<file path="src/rtl/imem_uart_loader.sv">
// UART program loader for the core's instruction memory: 8N1 receiver plus a framed-image writer.
// Optional checksum byte after the image is enabled by defining IMEM_LOADER_CHECKSUM_EN.
module imem_uart_loader #(
  parameter int CLK_FREQ_HZ = 50000000,
  parameter int BAUD        = 115200,
  parameter int DEPTH_WORDS = 2048,
  parameter int TIMEOUT_CYC = 5000000
) (
  input  logic        clk_i,
  input  logic        rst_ni,
  input  logic        uart_rx_i,
  output logic        imem_we_o,
  output logic [31:0] imem_addr_o,
  output logic [31:0] imem_wdata_o,
  output logic        core_rst_no,
  output logic        busy_o,
  output logic        done_o,
  output logic        err_o
);
  localparam int CLKS_PER_BIT = CLK_FREQ_HZ / BAUD;
  localparam int HALF_BIT     = CLKS_PER_BIT / 2;
  localparam int IDX_W        = $clog2(DEPTH_WORDS) + 1;
  localparam int BCNT_W       = $clog2(CLKS_PER_BIT + 1);

  typedef enum logic [1:0] {RX_IDLE, RX_START, RX_DATA, RX_STOP} rx_state_e;
  typedef enum logic [2:0] {
    L_IDLE, L_CNT0, L_CNT1, L_DATA, L_DONE, L_ERR
`ifdef IMEM_LOADER_CHECKSUM_EN
    , L_CHK
`endif
  } ld_state_e;

  // [1:0] synchronizer stages, [2] previous synchronized value for edge detection
  logic [2:0] rx_sync_q;
  logic       rx_s_d, rx_fall_d;

  always_ff @(posedge clk_i or negedge rst_ni) begin
    if (!rst_ni) rx_sync_q <= 3'b111;
    else         rx_sync_q <= {rx_sync_q[1:0], uart_rx_i};
  end

  assign rx_s_d    = rx_sync_q[1];
  assign rx_fall_d = rx_sync_q[2] & ~rx_sync_q[1];

  rx_state_e         rx_state_q;
  logic [BCNT_W-1:0] rx_cnt_q;
  logic [2:0]        rx_bit_q;
  logic [7:0]        rx_shift_q;
  logic              byte_valid_q, frame_err_q;

  always_ff @(posedge clk_i or negedge rst_ni) begin
    if (!rst_ni) begin
      rx_state_q   <= RX_IDLE;
      rx_cnt_q     <= '0;
      rx_bit_q     <= '0;
      rx_shift_q   <= '0;
      byte_valid_q <= 1'b0;
      frame_err_q  <= 1'b0;
    end else begin
      byte_valid_q <= 1'b0;
      frame_err_q  <= 1'b0;
      case (rx_state_q)
        RX_IDLE: begin
          rx_cnt_q <= '0;
          rx_bit_q <= '0;
          if (rx_fall_d) rx_state_q <= RX_START;
        end
        RX_START: begin
          if (rx_cnt_q == BCNT_W'(HALF_BIT - 1)) begin
            rx_cnt_q   <= '0;
            rx_state_q <= rx_s_d ? RX_IDLE : RX_DATA;
          end else begin
            rx_cnt_q <= rx_cnt_q + 1'b1;
          end
        end
        RX_DATA: begin
          if (rx_cnt_q == BCNT_W'(CLKS_PER_BIT - 1)) begin
            rx_cnt_q   <= '0;
            rx_shift_q <= {rx_s_d, rx_shift_q[7:1]};
            rx_bit_q   <= rx_bit_q + 1'b1;
            if (rx_bit_q == 3'd7) rx_state_q <= RX_STOP;
          end else begin
            rx_cnt_q <= rx_cnt_q + 1'b1;
          end
        end
        RX_STOP: begin
          if (rx_cnt_q == BCNT_W'(CLKS_PER_BIT - 1)) begin
            rx_cnt_q     <= '0;
            rx_state_q   <= RX_IDLE;
            byte_valid_q <= rx_s_d;
            frame_err_q  <= ~rx_s_d;
          end else begin
            rx_cnt_q <= rx_cnt_q + 1'b1;
          end
        end
        default: rx_state_q <= RX_IDLE;
      endcase
    end
  end

  ld_state_e        ld_state_q;
  logic [7:0]       cnt_lo_q;
  logic [IDX_W-1:0] n_q, k_q;
  logic [23:0]      word_q;
  logic [1:0]       byte_idx_q;
  logic [31:0]      tmo_q;
  logic             we_q, core_rst_q, busy_q, done_q, err_q;
  logic [31:0]      addr_q, wdata_q;
  logic             ld_idle_d, tmo_hit_d;
  logic [15:0]      n16_d;
  logic [IDX_W-1:0] k_inc_d;
`ifdef IMEM_LOADER_CHECKSUM_EN
  logic [7:0]       chk_q;
`endif

  assign ld_idle_d = (ld_state_q == L_IDLE) || (ld_state_q == L_DONE) || (ld_state_q == L_ERR);
  assign tmo_hit_d = !byte_valid_q && (tmo_q == 32'(TIMEOUT_CYC - 1));
  assign n16_d     = {rx_shift_q, cnt_lo_q};
  assign k_inc_d   = k_q + 1'b1;

  always_ff @(posedge clk_i or negedge rst_ni) begin
    if (!rst_ni) begin
      ld_state_q <= L_IDLE;
      cnt_lo_q   <= '0;
      n_q        <= '0;
      k_q        <= '0;
      word_q     <= '0;
      byte_idx_q <= '0;
      tmo_q      <= '0;
      we_q       <= 1'b0;
      addr_q     <= '0;
      wdata_q    <= '0;
      core_rst_q <= 1'b0;
      busy_q     <= 1'b0;
      done_q     <= 1'b0;
      err_q      <= 1'b0;
`ifdef IMEM_LOADER_CHECKSUM_EN
      chk_q      <= '0;
`endif
    end else begin
      we_q <= 1'b0;
      if (ld_idle_d) begin
        if (byte_valid_q && rx_shift_q == 8'hA5) begin
          ld_state_q <= L_CNT0;
          k_q        <= '0;
          byte_idx_q <= '0;
          tmo_q      <= '0;
          busy_q     <= 1'b1;
          done_q     <= 1'b0;
          err_q      <= 1'b0;
          core_rst_q <= 1'b0;
`ifdef IMEM_LOADER_CHECKSUM_EN
          chk_q      <= '0;
`endif
        end
      end else if (frame_err_q || tmo_hit_d) begin
        ld_state_q <= L_ERR;
        busy_q     <= 1'b0;
        err_q      <= 1'b1;
        core_rst_q <= 1'b0;
      end else begin
        tmo_q <= byte_valid_q ? '0 : tmo_q + 1'b1;
        if (byte_valid_q) begin
          case (ld_state_q)
            L_CNT0: begin
              cnt_lo_q   <= rx_shift_q;
              ld_state_q <= L_CNT1;
            end
            L_CNT1: begin
              if (32'(n16_d) > 32'(DEPTH_WORDS)) begin
                ld_state_q <= L_ERR;
                busy_q     <= 1'b0;
                err_q      <= 1'b1;
              end else if (n16_d == 16'd0) begin
`ifdef IMEM_LOADER_CHECKSUM_EN
                ld_state_q <= L_CHK;
`else
                ld_state_q <= L_DONE;
                busy_q     <= 1'b0;
                done_q     <= 1'b1;
                core_rst_q <= 1'b1;
`endif
              end else begin
                n_q        <= IDX_W'(n16_d);
                ld_state_q <= L_DATA;
              end
            end
            L_DATA: begin
`ifdef IMEM_LOADER_CHECKSUM_EN
              chk_q <= chk_q ^ rx_shift_q;
`endif
              if (byte_idx_q == 2'd3) begin
                we_q       <= 1'b1;
                addr_q     <= 32'({k_q, 2'b00});
                wdata_q    <= {rx_shift_q, word_q};
                k_q        <= k_inc_d;
                byte_idx_q <= '0;
                if (k_inc_d == n_q) begin
`ifdef IMEM_LOADER_CHECKSUM_EN
                  ld_state_q <= L_CHK;
`else
                  ld_state_q <= L_DONE;
                  busy_q     <= 1'b0;
                  done_q     <= 1'b1;
                  core_rst_q <= 1'b1;
`endif
                end
              end else begin
                word_q[8*byte_idx_q +: 8] <= rx_shift_q;
                byte_idx_q                <= byte_idx_q + 1'b1;
              end
            end
`ifdef IMEM_LOADER_CHECKSUM_EN
            L_CHK: begin
              busy_q <= 1'b0;
              if (rx_shift_q == chk_q) begin
                ld_state_q <= L_DONE;
                done_q     <= 1'b1;
                core_rst_q <= 1'b1;
              end else begin
                ld_state_q <= L_ERR;
                err_q      <= 1'b1;
              end
            end
`endif
            default: ld_state_q <= L_ERR;
          endcase
        end
      end
    end
  end

  assign imem_we_o    = we_q;
  assign imem_addr_o  = addr_q;
  assign imem_wdata_o = wdata_q;
  assign core_rst_no  = core_rst_q;
  assign busy_o       = busy_q;
  assign done_o       = done_q;
  assign err_o        = err_q;
endmodule

</file>
<file path="config.mk">
export PLATFORM = sky130hd
export DESIGN_NAME = imem_uart_loader
export DESIGN_NICKNAME = d
export VERILOG_FILES = /design/src/rtl/imem_uart_loader.sv
export SDC_FILE = /design/constraint.sdc
export NUM_CORES = 1
export LEC_CHECK = 0
export BUFFER_PORTS_ARGS = -buffer_cell sky130_fd_sc_hd__buf_2
export CAP_MARGIN = 20
export CORE_MARGIN = 5
export CORE_UTILIZATION = 42
export DETAILED_ROUTE_END_ITERATION = 8
export GPL_TIMING_DRIVEN = 0
export SYNTH_ARGS = -nofsm -noshare
export SYNTH_HDL_FRONTEND = slang
export SYNTH_SLANG_ARGS = --single-unit
</file>
<file path="constraint.sdc">
create_clock -name clk_i -period 3.52 [get_ports clk_i]
set_input_delay 0.352 -clock clk_i [delete_from_list [all_inputs] [get_ports clk_i]]
set_output_delay 0.352 -clock clk_i [all_outputs]
set_load 0.01 [all_outputs]
</file>
==> results.sh, run 1 <==
export IMPL_numPortBuffers=51
export IMPL_routed_via_density=5.21
export IMPL_min_path_type="register to register"
export IMPL_skew_ns=0.0106
export IMPL_layout_drive_gt1_share=0.164
export IMPL_ctsRootBufferMaster="clkbuf_16"
export IMPL_num_antenna_cells=0
export IMPL_antenna_found_initial=0
export IMPL_area_growth_synth_to_final_pct=16.4
export IMPL_drt_iter0_markers=380
export IMPL_start_kind="register"
export IMPL_dr_wl_met3_microns=782
export IMPL_synth_distinct_cells=73
export IMPL_numCtsBuffers=17
export IMPL_top_layer_used="met4"
export IMPL_min_from="rx_sync_q[0]"
export IMPL_tightestPinTransition_ns=0.917
export IMPL_gp_congestion=0.874
export IMPL_drcViolationCount=0
export IMPL_leakage_nw=4.73
export IMPL_core_sq_um=20000
export IMPL_setup_viol=0
export IMPL_max_freq_ghz=0.332
export IMPL_synth_area_sq_um=8470
export IMPL_die_y_microns=152
export IMPL_rsz0062_at_grt="false"
export IMPL_critPathArrivalTime_ns=3.33
export IMPL_yosysSeqAreaShare=0.500
export IMPL_finalCritPeriodShare=0.857
export IMPL_vdd_drop_max_mv=0.311
export IMPL_clk_pin_slew_ns=0.07
export IMPL_async_reset_ff_frac=1.00
export IMPL_clk_latency_ns=0.43
export IMPL_die_w_microns=152
export IMPL_grt_pass1_wl_microns=33700
export IMPL_path_max_fanout=10
export IMPL_track_usage=0.176
export IMPL_crit_required_ns=3.84
export IMPL_synth_edf_count=0
export IMPL_synth_main_ff_cell="dfrtp_1"
export IMPL_rows=52
export IMPL_hpwl_microns=13700
export IMPL_final_nets=995
export IMPL_syn_area_per_cell_sq_um=9.57
export IMPL_synth_seq_cells=169
export IMPL_hold_slack_ns=0.359
export IMPL_r2r_slack_ns=0.50
export IMPL_vias=6575
export IMPL_synth_warnings=0
export IMPL_reg2regPathDepth=9
export IMPL_slew_headroom=0.387
export IMPL_power_density_nw_per_um2=436
export IMPL_finalHoldViolCount=0
export IMPL_netlist_instances=885
export IMPL_grt_pass1_vias=6397
export IMPL_drt_total_wl_microns=19900
export IMPL_reg2reg_from="tmo_q[0]"
export IMPL_post_route_util=0.492
export IMPL_wire_per_inst_microns=15.8
export IMPL_cp_startpoint="tmo_q[0]"
export IMPL_die_area_sq_um=23100
export IMPL_r2r_end="k_q[3]"
export IMPL_drv_cap=0
export IMPL_met2WireLength_microns=8980
export IMPL_min_period_ns=3.02
export IMPL_drt_pass1_iterations=5
export IMPL_crit_type="register to register"
export IMPL_start_util=0.423
export IMPL_cts_max_level=4
export IMPL_setup_worst_path_end="k_q[3]"
export IMPL_status="completed"
export IMPL_critPathCaptureType="register"
export IMPL_grt_overflow=0
export IMPL_grt_max_degree=105
export IMPL_ios=72
export IMPL_clock_sinks=169
export IMPL_cts_setup_buffers=0
export IMPL_clockBufferDepth=2
export IMPL_cts_tree="yes"
export IMPL_slew_viol_final=0
export IMPL_drtAntennaViolNets=0
export IMPL_met1_length_microns=9900
-- layout make-up --
cell class,instances,area [sq um]
plain buffers,66,389
flip-flops and latches,169,4230
fillers,1930,10200
multi-input cells,637,3800
well taps,270,338
inverters,32,120
repair buffers,56,328
clock inverters,13,201
clock buffers,19,453
-- sequential cells by signal (all words and copies together), names as in the netlist, 2 cells and up, named ones only --
signal and cells:
k_q 12, word_q 24, cnt_lo_q 8, n_q 12, byte_idx_q 2, rx_bit_q 3
rx_cnt_q 9, imem_addr_o 12, rx_sync_q 3, rx_shift_q 8, imem_wdata_o 32, tmo_q 32
ld_state_q 3
-- timing repair --
| action | 4_1_cts | 5_1_grt |
|---|---|---|
| gates resized for setup | 0 | 0 |
| hold buffers | 1 | 1 |
| hold endpoints to repair | 63 | 1 |
-- where the power goes --
part / internal (W) / switching, W
logic: 0.0000836 / 0.000137
registers: 0.00198 / 0.0000404
clock network: 0.00119 / 0.000868
total: 0.00326 / 0.00105
-- placed cells by master, fill, tap and decap left out, types with 5 or more instances in the layout --
cell,count
o31ai_1,8
clkbuf_1,27
a211oi_1,6
inv_1,31
nor2_1,47
buf_4,24
o211ai_1,5
clkbuf_16,17
o21ai_0,71
buf_2,59
nor3b_1,7
and2_1,7
nor4_1,10
nand3b_1,5
mux2i_1,16
or3_1,10
nand4_1,14
xnor2_1,15
and3_1,16
nand3_1,27
mux2_2,18
mux2_4,7
dfrtp_1,166
conb_1,20
a21o_1,5
nor3_1,19
ha_1,13
nand2_1,173
a21oi_1,22
or4_1,5
xor2_1,24
a22o_1,6
-- per-layer routing --
metal	up-vias	global-route usage
met5	-	0
met4	0	0.0458
met3	20	0.0336
met2	152	0.269
met1	3172	0.260
li1	3231	-
-- Yosys cell counts (6+ instances only) --
cell type / count / area share
mux2i_1: 16 / 0.019
a22o_1: 6 / 0.0062
xnor2_1: 15 / 0.016
and2_1: 7 / 0.0052
nand2_1: 173 / 0.077
nor3b_1: 7 / 0.0062
o21ai_0: 71 / 0.042
nand3_1: 27 / 0.016
dfrtp_1: 166 / 0.49
nor3_1: 19 / 0.011
nor4_1: 10 / 0.0074
mux2_4: 7 / 0.012
xor2_1: 24 / 0.025
ha_1: 13 / 0.019
and3_1: 16 / 0.012
nor2_1: 47 / 0.021
inv_1: 31 / 0.014
o31ai_1: 8 / 0.0071
buf_2: 9 / 0.0053
a211oi_1: 6 / 0.0053
mux2_2: 18 / 0.024
buf_4: 24 / 0.021
nand4_1: 14 / 0.010
or3_1: 10 / 0.0074
clkbuf_1: 27 / 0.012
a21oi_1: 22 / 0.013
-- stage by stage --
stage	instance area, sq um	total power, W	std cells	setup slack (ns)	TNS [ns]
after CTS	9840	0.00435	1259	0.513	0
after floorplan	8540	0.00220	904	1.06	0
after detailed placement	9170	0.00228	1226	0.550	0
after global placement	9140	0.00227	1225	-0.699	-113.91
final	9860	0.00430	1262	0.504	0
after global routing	9860	0.00450	1262	0.259	0
-- critical path, stage by stage (launching register included) --
cell and delay (ns):
dfrtp_1 0.39, ha_1 0.22, and3_1 0.22, nand3_1 0.18
o31ai_1 0.68, or2_2 0.22, buf_2 0.24, inv_2 0.15
clkbuf_1 0.31, a22o_1 0.28
-- worst min path at each step --
stage | to | slack (ns) | cells after the start
floorplan | asynchronous set/reset pin | 0.06 | 0
global placement | rx_sync_q[1] | 0.35 | 0
detailed placement | imem_addr_o[10] | 0.34 | 1
CTS | rx_sync_q[0] | 0.01 | 1
global route | rx_sync_q[1] | 0.36 | 0
finish | rx_sync_q[1] | 0.36 | 0
-- cell families after synthesis --
| group | Yosys count | synth area share |
|---|---|---|
| AOI/OAI and AO/OA | 154 | 0.113 |
| xor gates and xnor gates | 39 | 0.0403 |
| adders and majority gates | 13 | 0.0192 |
| buffers and inverters | 98 | 0.0601 |
| DFF | 169 | 0.500 |
| muxes | 41 | 0.0552 |
| other | 1 | 0.000443 |
| and+or+nand+nor | 370 | 0.212 |
Power figures use the tool's default switching activity.
==> run 2: changes to the inputs <==
ABC_AREA = 1   (was default)
==> run 2 against run 1 <==
Synthesized cell count increased by 17%. Clock-buffer cell count increased by 1. Fmax increased by 21%. First-iteration DRC count decreased by 4.5%. Highest routed layer unchanged. Cell area decreased by 1.6%. Via count increased by 6.3%. Flip-flop and latch count unchanged. Total power decreased by 7.3%. Sequential share of layout area increased by 0.71 points. Hold slack got worse by 0.34 ns. Combinational power increased by 4%.
==> results.sh, run 2 <==
export IMPL_synthMuxAreaShare=0
export IMPL_n_fill_cell=1985
export IMPL_synth_distinct_cells=40
export IMPL_yosysTopAreaCellShare=0.491
export IMPL_start_util=0.430
export IMPL_routed_via_density=4.97
export IMPL_grt_pass1_wl_microns=34100
export IMPL_drcViolationCount=0
export IMPL_drt_pass1_iterations=4
export IMPL_die_w_microns=152
export IMPL_slew_headroom=0.465
export IMPL_drv_cap=0
export IMPL_grt_overflow=0
export IMPL_path_cells="inv_1 > nand4_1 > nor4_1 > or2_2 > nand2_4 > buf_6 > nor2_1 > nand2_1 > o21ai_0 > a21oi_1"
export IMPL_critPathArrivalTime_ns=2.82
export IMPL_leakage_nw=4.42
export IMPL_synth_common_cells="228 x nand2_1, 166 x dfrtp_1, 125 x inv_1, 117 x o21ai_0, 94 x nor2_1"
export IMPL_synth_top_family_by_area="simple AND/OR/NAND/NOR gates"
export IMPL_die_area_sq_um=23100
export IMPL_yosysSeqAreaShare=0.501
export IMPL_synth_simple_area_share=0.255
export IMPL_ctsRootBufferMaster="clkbuf_16"
export IMPL_synthTopCellsByArea="dfrtp_1 49%, nand2_1 10%, o21ai_0 6.9%"
export IMPL_start_kind="register"
export IMPL_r2r_slack_ns=1.02
export IMPL_area_growth_synth_to_final_pct=14.8
export IMPL_clk_latency_ns=0.43
export IMPL_final_nets=1145
export IMPL_synth_main_ff_cell="dfrtp_1"
export IMPL_num_antenna_cells=0
export IMPL_power_density_nw_per_um2=411
export IMPL_cts_max_level=4
export IMPL_layout_drive_gt1_share=0.135
export IMPL_path_max_fanout=10
export IMPL_synth_area_sq_um=8450
export IMPL_synth_warnings=0
export IMPL_synth_compound_area_share=0.107
export IMPL_finalHoldViolCount=0
export IMPL_crit_required_ns=3.84
export IMPL_fin_tns_setup_ns=0
export IMPL_max_freq_ghz=0.400
export IMPL_cts_tree="yes"
export IMPL_rows=51
export IMPL_skew_ns=0.0114
export IMPL_synth_edf_count=0
export IMPL_cts_setup_buffers=0
export IMPL_crit_path_top_delay_cell="nor4_1"
export IMPL_drt_iter0_markers=363
export IMPL_post_route_util=0.494
export IMPL_setup_viol=0
export IMPL_antenna_found_initial=0
export IMPL_p_total_w=0.00399
export IMPL_finalCritPeriodShare=0.711
export IMPL_hold_slack_ns=0.0204
export IMPL_clk_pin_slew_ns=0.07
export IMPL_synth_fa_ha_area_frac=0.0192
export IMPL_numCtsBuffers=17
export IMPL_tightestPinTransition_ns=0.796
export IMPL_ios=72
export IMPL_clock_sinks=169
export IMPL_vias=6991
export IMPL_final_cell_mix="228 x nand2_1, 166 x dfrtp_1, 125 x inv_1"
export IMPL_netlist_instances=1038
export IMPL_numPortBuffers=51
export IMPL_yosysMostFrequentCell="nand2_1"
export IMPL_hpwl_microns=14700
export IMPL_drt_total_wl_microns=20100
export IMPL_gp_congestion=0.860
export IMPL_synth_top_area_cell="dfrtp_1"
export IMPL_track_usage=0.178
export IMPL_die_y_microns=152
export IMPL_grt_pass1_vias=6702
export IMPL_vdd_drop_max_mv=0.331
export IMPL_syn_area_per_cell_sq_um=8.14
export IMPL_synth_xor_area_frac=0.0187
export IMPL_rsz0062_at_grt="false"
export IMPL_status="completed"
export IMPL_async_reset_ff_frac=1.00
export IMPL_clockBufferDepth=2
export IMPL_min_period_ns=2.50
export IMPL_grt_max_degree=107
export IMPL_synth_seq_cells=169
export IMPL_core_sq_um=19700
export IMPL_min_path_type="primary input to register"
export IMPL_final_common_cell="nand2_1"
export IMPL_slew_viol_final=0
export IMPL_critPathCaptureType="register"
export IMPL_cp_slowest_stage_delay_ns=0.50
export IMPL_crit_buf_inv=2
export IMPL_drtAntennaViolNets=0
export IMPL_crit_type="register to register"
export IMPL_setup_ws_ns=1.02
export IMPL_critPathTopFamily="simple AND/OR/NAND/NOR gates"
export IMPL_pre_cts_ws_ns=1.11
export IMPL_wire_per_inst_microns=14.3
## run 2: cell count changes in the layout (fill, tap and decap cells not counted), sizes merged, moves of 16 or more
| cell | before | now |
|---|---|---|
| mux2i | 16 | 0 |
| and3 | 16 | 0 |
| clkbuf | 49 | 30 |
| mux2 | 25 | 0 |
| o21ai | 73 | 135 |
| nand3 | 27 | 68 |
| nand2 | 173 | 236 |
| inv | 38 | 139 |
| nor2 | 47 | 103 |
| nand4 | 14 | 31 |
## run 2: cell type report
cell class	count	area, sq um	area share
plain buffers	50	330	0.0340
clock inverters	12	108	0.0111
multi-input cells	705	3460	0.357
clock buffers	20	437	0.0450
repair buffers	53	303	0.0312
well taps	265	332	0.0342
inverters	133	499	0.0515
flip-flops and latches	169	4230	0.436
## run 2: path summary, 6_finish.rpt
| kind | from | to | cells after the start |
|---|---|---|---|
| setup / recovery | rx_shift_q[4] | tmo_q[9] | 10 |
| hold / removal | uart_rx_i | rx_sync_q[0] | 1 |
| setup reg to reg | rx_shift_q[4] | tmo_q[9] | 10 |
| hold reg to reg | rx_sync_q[0] | rx_sync_q[1] | 0 |
| max in group asynchronous | rst_ni | rx_sync_q[1] | 3 |
| min in group asynchronous | rst_ni | imem_wdata_o[5] | 2 |
## run 2: kinds of logic after synthesis
logic type,Yosys count
compound gates,170
flops,169
fa+ha+maj,13
other cells,1
buf+inv,183
xor+xnor,18
simple gates,484
## run 2: routing by layer
layer	part of all wire	GRT usage
met1	0.49	0.247
met2	0.46	0.286
met3	0.043	0.0429
met4	0.010	0.0407
met5	0	0
## run 2: power by group
part	switching (W)	total, W	internal (W)
clock	0.000834	0.00176	0.000927
sequential	0.0000296	0.00200	0.00197
combinational	0.000157	0.000230	0.0000732
total	0.00102	0.00399	0.00297
## run 2: per-stage QoR
stage	area (sq um)	instances
after CTS	9700	1407
after floorplan	8520	1057
after detailed placement	9150	1374
after global placement	9110	1373
final	9700	1407
after global routing	9700	1407
## run 2: what timing repair did
action / CTS / global route
hold endpoints to repair: 63 / 0
gates resized for setup: 0 / 0
hold buffers: 1 / 0
==> run 3: changes to the inputs <==
clock period = 2.2 ns   (was 3.52 ns; I/O delays follow)
==> run 3 against run 2 <==
Hold slack better by 0.30 ns. Worst setup slack worse by 0.89 ns. Register-to-register slack worse by 0.89 ns. Total power up 60%. Die area unchanged.
==> results.sh, run 3 (synthesized netlist as in run 2, its figures left out) <==
export IMPL_tightestPinTransition_ns=0.699
export IMPL_rows=51
export IMPL_layout_drive_gt1_share=0.178
export IMPL_rsz0062_at_grt="true"
export IMPL_grt_overflow=0
export IMPL_vdd_drop_max_mv=0.532
export IMPL_met1_length_microns=9840
export IMPL_finalHoldViolCount=0
export IMPL_crit_type="register to register"
export IMPL_antenna_found_initial=0
export IMPL_drt_pass1_iterations=4
export IMPL_critPathArrivalTime_ns=2.45
export IMPL_vias=7052
export IMPL_drtAntennaViolNets=0
export IMPL_leakage_nw=4.51
export IMPL_drcViolationCount=0
export IMPL_ctsRootBufferMaster="clkbuf_16"
export IMPL_core_sq_um=19700
export IMPL_area_growth_synth_to_final_pct=18.4
export IMPL_multi_input_comb_area_sq_um=3590
export IMPL_drt_total_wl_microns=20400
export IMPL_crit_required_ns=2.57
export IMPL_met2WireLength_microns=9380
export IMPL_setup_viol=0
export IMPL_num_antenna_cells=0
export IMPL_track_usage=0.178
export IMPL_finalCritPeriodShare=0.944
export IMPL_setup_ws_ns=0.124
export IMPL_post_route_util=0.509
export IMPL_die_y_microns=152
export IMPL_power_density_nw_per_um2=639
export IMPL_die_w_microns=152
export IMPL_clk_pin_slew_ns=0.07
export IMPL_clockBufferDepth=2
export IMPL_slew_headroom=0.534
export IMPL_start_kind="register"
export IMPL_slew_viol_final=0
export IMPL_skew_ns=0.00939
export IMPL_gp_congestion=0.860
export IMPL_numPortBuffers=51
export IMPL_cts_tree="yes"
export IMPL_ios=72
export IMPL_min_path_type="primary input to asynchronous set/reset pin"
export IMPL_die_area_sq_um=23100
export IMPL_pre_cts_ws_ns=-0.209
export IMPL_path_max_fanout=7
export IMPL_clock_sinks=169
export IMPL_routed_via_density=4.95
export IMPL_final_common_cell="nand2_1"
export IMPL_regArea_sq_um=4240
export IMPL_start_util=0.430
export IMPL_max_freq_ghz=0.482
export IMPL_critPathCaptureType="register"
export IMPL_hpwl_microns=14700
export IMPL_min_period_ns=2.08
export IMPL_drv_cap=0
export IMPL_dr_wl_met3_microns=939
export IMPL_clk_latency_ns=0.43
export IMPL_status="completed"
export IMPL_n_fill_cell=1951
export IMPL_final_nets=1163
export IMPL_numCtsBuffers=17
export IMPL_cts_max_level=4
export IMPL_drt_iter0_markers=361
export IMPL_grt_pass1_vias=6699
export IMPL_final_cell_mix="226 x nand2_1, 158 x dfrtp_1, 120 x inv_1"
export IMPL_wire_per_inst_microns=14.3
export IMPL_grt_pass1_wl_microns=34100
export IMPL_grt_max_degree=107
export IMPL_top_layer_used="met4"
## run 3: power by group
group / switching [W] / total [W] / internal, W
Clock: 0.00134 / 0.00282 / 0.00148
Combinational: 0.000253 / 0.000371 / 0.000118
Sequential: 0.0000476 / 0.00320 / 0.00315
## run 3: worst paths after layout
check,start,to,slack [ns],cells after the start
setup / recovery,k_q[1],busy_o,0.12,15
hold / removal,rst_ni,imem_wdata_o[5],0.32,2
setup reg to reg,k_q[1],busy_o,0.12,15
hold reg to reg,rx_sync_q[0],rx_sync_q[1],0.36,0
max in group asynchronous,rst_ni,tmo_q[3],0.99,3
min in group clk_i,rx_sync_q[0],rx_sync_q[1],0.36,0
## run 3: what timing repair did
action                                 4_1_cts  5_1_grt
pin swaps                                    0       13
hold buffers                                 2        0
gates resized for setup                      7       53
setup endpoints to repair                   77      143
endpoints found under the hold margin       64        0
setup buffers                                0       17
## run 3: through the flow
step           hold WS, ns  area, sq um  TNS [ns]  instances  power, W
3_3_place_gp         0.325         9110   -304.99       1373   0.00362
4_1_cts              0.332         9730         0       1408   0.00646
3_5_place_dp         0.199         9150     -7.74       1374   0.00364
5_1_grt              0.358        10000    -0.297       1425   0.00667
6_report             0.320        10000         0       1425   0.00639
2_1_floorplan      -0.0756         8520         0       1057   0.00350
## run 3: critical path, cell delays in order, from the launching register on
cell,delay [ns]
dfrtp_2,0.47
ha_4,0.29
inv_2,0.03
nand2_1,0.04
nand2_1,0.05
nor2_1,0.10
nand3_1,0.08
nor2_1,0.09
nand3_1,0.10
nor2_2,0.15
nand3_2,0.14
nand3_4,0.12
nand3_4,0.12
nor2_2,0.12
nand2_1,0.05
nand2_1,0.08
## run 3: area by class of cell
cell class	instances	share of cell area
plain buffers	50	0.0353
clock buffers	20	0.0436
clock inverters	12	0.0108
inverters	133	0.0504
multi-input cells	705	0.359
flip-flops and latches	169	0.424
well taps	265	0.0331
repair buffers	71	0.0440
## run 3: per-layer routing
layer	track usage	up-vias
li1	-	3563
met1	0.248	3324
met2	0.286	148
met3	0.0429	17
met4	0.0407	0
met5	0	-
